==> config.mk <==
export PLATFORM = sky130hd
export DESIGN_NAME = tag_lookup_ctrl
export DESIGN_NICKNAME = d
export VERILOG_FILES = /design/src/rtl/tag_pkg.sv /design/src/rtl/tag_way_select.sv /design/src/rtl/tag_lookup_ctrl.sv
export SDC_FILE = /design/constraint.sdc
export NUM_CORES = 1
export LEC_CHECK = 0
export BUFFER_PORTS_ARGS = -buffer_cell sky130_fd_sc_hd__buf_4
export CAP_MARGIN = 20
export CORE_MARGIN = 2
export CORE_UTILIZATION = 40
export DETAILED_ROUTE_END_ITERATION = 10
export GPL_TIMING_DRIVEN = 0
export HOLD_SLACK_MARGIN = 0.06
export PLACE_DENSITY_LB_ADDON = 0.1
export SYNTH_ARGS = -nofsm -noshare
export SYNTH_HDL_FRONTEND = slang
export SYNTH_HIERARCHICAL = 1
export SYNTH_SLANG_ARGS = --single-unit
==> constraint.sdc <==
create_clock -name clock -period 2.6 [get_ports clock]
set_input_delay 0.13 -clock clock [delete_from_list [all_inputs] [get_ports clock]]
set_output_delay 0.13 -clock clock [all_outputs]
set_load 0.01 [all_outputs]
==> src/rtl/tag_pkg.sv <==
// Shared constants, entry layout and FSM encoding for the tag lookup controller.
package tag_pkg;
  localparam int NSETS   = 64;
  localparam int NWAYS   = 4;
  localparam int TAGW    = 20;
  localparam int STW     = 2;
  localparam int ENTW    = TAGW + STW;
  localparam int IDXW    = $clog2(NSETS);
  localparam int WAYW    = $clog2(NWAYS);
  localparam int TAG_LSB = 12;
  localparam int IDX_LSB = 6;

  localparam logic [STW-1:0] ST_INVALID = 2'b00;

  typedef enum logic {
    S_FLUSH = 1'b0,
    S_READY = 1'b1
  } fsm_e;

  typedef struct packed {
    logic [STW-1:0]  st;
    logic [TAGW-1:0] tag;
  } entry_t;

  function automatic logic [NWAYS-1:0] way_onehot(input logic [WAYW-1:0] w);
    way_onehot    = '0;
    way_onehot[w] = 1'b1;
  endfunction
endpackage

==> src/rtl/tag_way_select.sv <==
// Combinational 4-way tag compare plus victim choice (first invalid way, else round-robin).
module tag_way_select
  import tag_pkg::*;
(
  input  entry_t [NWAYS-1:0] ent_i,
  input  logic [TAGW-1:0]    tag_i,
  input  logic [WAYW-1:0]    rr_i,
  output logic [NWAYS-1:0]   hit_vec_o,
  output logic               hit_o,
  output logic [WAYW-1:0]    way_o,
  output logic [STW-1:0]     state_o,
  output logic [WAYW-1:0]    victim_o,
  output logic               all_valid_o
);
  logic [NWAYS-1:0] hv;
  logic [NWAYS-1:0] inv;

  always_comb begin
    hv        = '0;
    inv       = '0;
    way_o     = '0;
    state_o   = ST_INVALID;
    victim_o  = rr_i;
    // Walk downward so the lowest-indexed match wins.
    for (int w = NWAYS-1; w >= 0; w--) begin
      inv[w] = (ent_i[w].st == ST_INVALID);
      hv[w]  = !inv[w] && (ent_i[w].tag == tag_i);
      if (hv[w]) begin
        way_o   = WAYW'(w);
        state_o = ent_i[w].st;
      end
      if (inv[w]) victim_o = WAYW'(w);
    end
  end

  assign hit_vec_o   = hv;
  assign hit_o       = |hv;
  assign all_valid_o = ~|inv;
endmodule

==> src/rtl/tag_lookup_ctrl.sv <==
// Owns the tag SRAM RW port: invalidation walk, write-priority arbitration, 1-cycle lookup response.
module tag_lookup_ctrl
  import tag_pkg::*;
(
  input  logic              clock,
  input  logic              reset,
  input  logic              req_valid,
  output logic              req_ready,
  input  logic [31:0]       req_addr,
  output logic              resp_valid,
  output logic              resp_hit,
  output logic [WAYW-1:0]   resp_way,
  output logic [STW-1:0]    resp_state,
  output logic [WAYW-1:0]   resp_victim,
  input  logic              wr_valid,
  output logic              wr_ready,
  input  logic [IDXW-1:0]   wr_idx,
  input  logic [WAYW-1:0]   wr_way,
  input  logic [STW-1:0]    wr_state,
  input  logic [TAGW-1:0]   wr_tag,
  input  logic              flush_req,
  output logic              busy,
  output logic [IDXW-1:0]   ta_addr,
  output logic              ta_en,
  output logic              ta_wmode,
  output logic [ENTW-1:0]   ta_wdata,
  output logic [NWAYS-1:0]  ta_wmask,
  input  logic [ENTW-1:0]   ta_rdata_0,
  input  logic [ENTW-1:0]   ta_rdata_1,
  input  logic [ENTW-1:0]   ta_rdata_2,
  input  logic [ENTW-1:0]   ta_rdata_3
);
  fsm_e            state_q, state_d;
  logic [IDXW-1:0] flush_idx_q, flush_idx_d;
  logic [WAYW-1:0] rr_q, rr_d;
  logic            s1_valid_q;
  logic [TAGW-1:0] s1_tag_q;

  logic            is_ready, wr_go, rd_go;
  entry_t [NWAYS-1:0] ents;
  logic [NWAYS-1:0] hit_vec;
  logic            hit, all_valid;
  logic [WAYW-1:0] hit_way, victim;
  logic [STW-1:0]  hit_st;
  logic            unused_addr_bits;

  assign unused_addr_bits = ^req_addr[IDX_LSB-1:0];

  assign is_ready  = (state_q == S_READY);
  assign busy      = !is_ready;
  assign wr_ready  = is_ready;
  assign req_ready = is_ready && !wr_valid;
  assign wr_go     = is_ready && wr_valid;
  assign rd_go     = req_ready && req_valid;

  always_comb begin
    ta_en    = 1'b0;
    ta_wmode = 1'b0;
    ta_addr  = '0;
    ta_wdata = '0;
    ta_wmask = '0;
    if (!is_ready) begin
      ta_en    = 1'b1;
      ta_wmode = 1'b1;
      ta_addr  = flush_idx_q;
      ta_wmask = '1;
    end else if (wr_go) begin
      ta_en    = 1'b1;
      ta_wmode = 1'b1;
      ta_addr  = wr_idx;
      ta_wdata = {wr_state, wr_tag};
      ta_wmask = way_onehot(wr_way);
    end else if (rd_go) begin
      ta_en    = 1'b1;
      ta_addr  = req_addr[IDX_LSB +: IDXW];
    end
  end

  always_comb begin
    state_d     = state_q;
    flush_idx_d = flush_idx_q;
    if (!is_ready) begin
      flush_idx_d = flush_idx_q + IDXW'(1);
      if (flush_idx_q == IDXW'(NSETS-1)) state_d = S_READY;
    end else if (flush_req) begin
      state_d     = S_FLUSH;
      flush_idx_d = '0;
    end
  end

  // Round-robin only advances when a miss found no invalid way to take.
  assign rr_d = (s1_valid_q && !hit && all_valid) ? rr_q + WAYW'(1) : rr_q;

  always_ff @(posedge clock) begin
    if (reset) begin
      state_q     <= S_FLUSH;
      flush_idx_q <= '0;
      rr_q        <= '0;
      s1_valid_q  <= 1'b0;
      s1_tag_q    <= '0;
    end else begin
      state_q     <= state_d;
      flush_idx_q <= flush_idx_d;
      rr_q        <= rr_d;
      s1_valid_q  <= rd_go;
      if (rd_go) s1_tag_q <= req_addr[TAG_LSB +: TAGW];
    end
  end

  assign ents[0] = ta_rdata_0;
  assign ents[1] = ta_rdata_1;
  assign ents[2] = ta_rdata_2;
  assign ents[3] = ta_rdata_3;

  tag_way_select u_sel (
    .ent_i       (ents),
    .tag_i       (s1_tag_q),
    .rr_i        (rr_q),
    .hit_vec_o   (hit_vec),
    .hit_o       (hit),
    .way_o       (hit_way),
    .state_o     (hit_st),
    .victim_o    (victim),
    .all_valid_o (all_valid)
  );

  assign resp_valid  = s1_valid_q;
  assign resp_hit    = s1_valid_q && hit;
  assign resp_way    = s1_valid_q ? hit_way : '0;
  assign resp_state  = s1_valid_q ? hit_st  : ST_INVALID;
  assign resp_victim = s1_valid_q ? victim  : '0;

  a_single_hit: assert property (@(posedge clock) disable iff (reset)
    s1_valid_q |-> $onehot0(hit_vec));
endmodule

==> impl_metrics.py <==
metrics = {
    "status": {
        "status": "finished clean",
    },
    "routing": {
        "drt_iter0_markers": 121,
        "drc": 0,
        "first_pass_iters": 4,
        "ant_nets": 0,
        "vias": 3250,
        "wire_per_inst_um": 15.94,
        "wl_mm": 9.946,
        "vias_per_cell": 5.208,
    },
    "clocking": {
        "h-tree-depth": 2,
        "numCtsBuffers": 5,
        "hold_buffers": 0,
        "cts_root_buffer": "clkbuf_8",
        "clk_latency_ps": 290,
        "clock_sinks": 30,
        "cts_max_path_buffers": 2,
        "path_clk_slew_ps": 70,
        "cts_tree": "built",
    },
    "final_layout": {
        "utilization_pct": 68.19,
        "layout-drive-gt1-share_pct": 43.51,
        "finalInstanceArea_um2": 4280,
        "n_antenna_cell": 0,
        "syn2layout_area_growth_pct": 66.72,
        "final_nets": 702,
    },
    "power": {
        "netSwitchingPower_uw": 296.3,
        "p_clk_share_pct": 33.4,
        "power_frac_comb_pct": 26.5,
        "sw_frac_of_total_pct": 25.27,
        "seq_power_share_pct": 40.0,
        "internal_power_uw": 876.2,
        "power.density_nw_per_um2": 273.9,
        "vdd_ir_drop_max_mv": 0.1923,
        "power_leakage_uw": 0.001998,
    },
    "sta": {
        "drv_slew": 0,
        "max_slew_margin_pct": 67.32,
        "finalHoldViolations": 0,
        "worst_pin_slew_ps": 490.2,
        "fin_crit_ps": 2573,
        "setup_viol": 0,
        "period_share_pct": 98.95,
        "whs_ps": 76.74,
        "fmax_mhz": 388.7,
        "skew_ps": 7.102,
    },
    "floorplan": {
        "row_count": 29,
        "die-area_um2": 7075,
        "core_um2": 6277,
        "die-height_um": 84.12,
        "die_w_um": 84.12,
        "start_util_pct": 40.90,
        "num_io_pins": 200,
    },
    "grt": {
        "grt_pass1_wl_mm": 14.99,
        "grt_start_max_net_pins": 11,
        "track_usage_pct": 26.73,
        "grt_pass1_vias": 3209,
        "overflow": 0,
        "antenna_found_initial": 0,
    },
    "synth": {
        "yosysWarnings": 6,
        "synth_cells": 347,
        "netlist_area_um2": 2567,
        "avgSynthCellArea_um2": 7.399,
        "synth_nets": 503,
    },
    "setup_path": {
        "r2r_slack_ps": 450,
        "worstPathRequired_ps": 2470,
        "timing.rr.start": "s1_tag_q[2]",
        "crit_path_end_kind": "output port",
        "worstPathArrival_ps": 2440,
        "r2r-end": "rr_q[1]",
        "crit_type": "flop to output port",
        "cp-start-kind": "flop",
        "cp_max_fo": 5,
        "rr_worst_depth": 10,
    },
    "worst_hold_path": {
        "min_path_type": "input pin to flop",
        "hold_start": "req_addr[16]",
        "holdPathStages": 3,
        "min_to": "s1_tag_q[4]",
    },
    "place": {
        "portBuffers": 191,
        "gp_congestion": 0.9256,
        "place_hpwl_mm": 8.195,
        "placed_area_um2": 4098,
    },
    "run": {
        "maxCapViolCount": 0,
    },
}
[power groups by stage]
stage	logic (µW)	registers, µW	clock network (µW)
2_1_floorplan	97.6	478	0
3_3_place_gp	298	479	0
4_1_cts	307	469	400
3_5_place_dp	304	480	0
6_report	311	469	392
5_1_grt	337	470	413
[sequential cells by signal (all words and copies together), names as in the netlist]
register / flops
s1_tag_q: 20
flush_idx_q: 6
rr_q: 2
resp_valid: 1
wr_ready: 1
[timing repair]
action | in CTS | in global routing
pin swaps | 1 | 4
cloned | 0 | 0
resized for setup | 5 | 18
setup endpoints to repair | 5 | 5
setup buffers | 2 | 1
hold endpoints to repair | 0 | 0
[layer usage]
| metal | track usage, % | vias up | routed length [µm] | part of all wire, % |
|---|---|---|---|---|
| li1 | - | 1590 | - | - |
| met1 | 29.53 | 1469 | 3648 | 37 |
| met2 | 48.56 | 171 | 5170 | 52 |
| met3 | 6.429 | 20 | 895 | 9.0 |
| met4 | 11.29 | 0 | 231 | 2.3 |
| met5 | 0 | - | 0 | 0 |
[stage by stage]
stage          total power (µW)  setup WS, ps  TNS, ps  cells
6_report                   1173         27.30        0    624
5_1_grt                    1219        -60.60   -60.60    624
2_1_floorplan             575.8         586.1        0    347
3_3_place_gp              777.7         97.41        0    615
3_5_place_dp              783.6         67.98        0    615
4_1_cts                    1176         13.84        0    623
[cells in the final DEF, fill, tap and decap left out, types with 6 or more instances in the layout]
| cell type | n |
|---|---|
| xor2_1 | 27 |
| buf_4 | 194 |
| buf_2 | 10 |
| xnor2_1 | 55 |
| dfxtp_1 | 15 |
| nor2_1 | 19 |
| and2_1 | 7 |
| o21ai_0 | 8 |
| clkbuf_8 | 6 |
| inv_1 | 7 |
| and3_1 | 25 |
| nand3b_1 | 8 |
| dfxtp_2 | 15 |
| a21oi_1 | 26 |
| nand4_1 | 14 |
| clkbuf_1 | 8 |
| a31oi_1 | 8 |
| nand2_1 | 54 |
[how the worst max path moves through the flow]
| stage | end | startpoint | cells past startpoint | slack [ps] |
|---|---|---|---|---|
| after CTS | resp_state[1] | s1_tag_q[7] | 8 | 10 |
| after detailed placement | resp_state[1] | s1_tag_q[13] | 8 | 70 |
| after floorplan | resp_state[0] | s1_tag_q[9] | 8 | 590 |
| final | resp_state[0] | s1_tag_q[12] | 8 | 30 |
| after global placement | resp_state[1] | s1_tag_q[13] | 8 | 100 |
| after global routing | resp_state[0] | s1_tag_q[12] | 8 | -60 |
[final cells by class]
| type | count | area (µm²) |
|---|---|---|
| fill | 575 | 1997 |
| multi-input combinational | 291 | 1914 |
| inverter | 7 | 26.28 |
| clock buffer | 7 | 86.33 |
| tap | 77 | 96.34 |
| timing repair buffer | 194 | 1456 |
| sequential | 30 | 619.3 |
| buffer | 17 | 76.32 |
| clock inverter | 1 | 5.005 |
[worst max-delay path, cell delays in order (launching register included)]
cell	delay [ps]
dfxtp_1	470
xnor2_1	160
nand4_1	170
nor4_4	380
o2111ai_4	210
mux2i_1	180
a221oi_1	310
and2_1	170
buf_4	110
(Power assumes the default switching activity.)
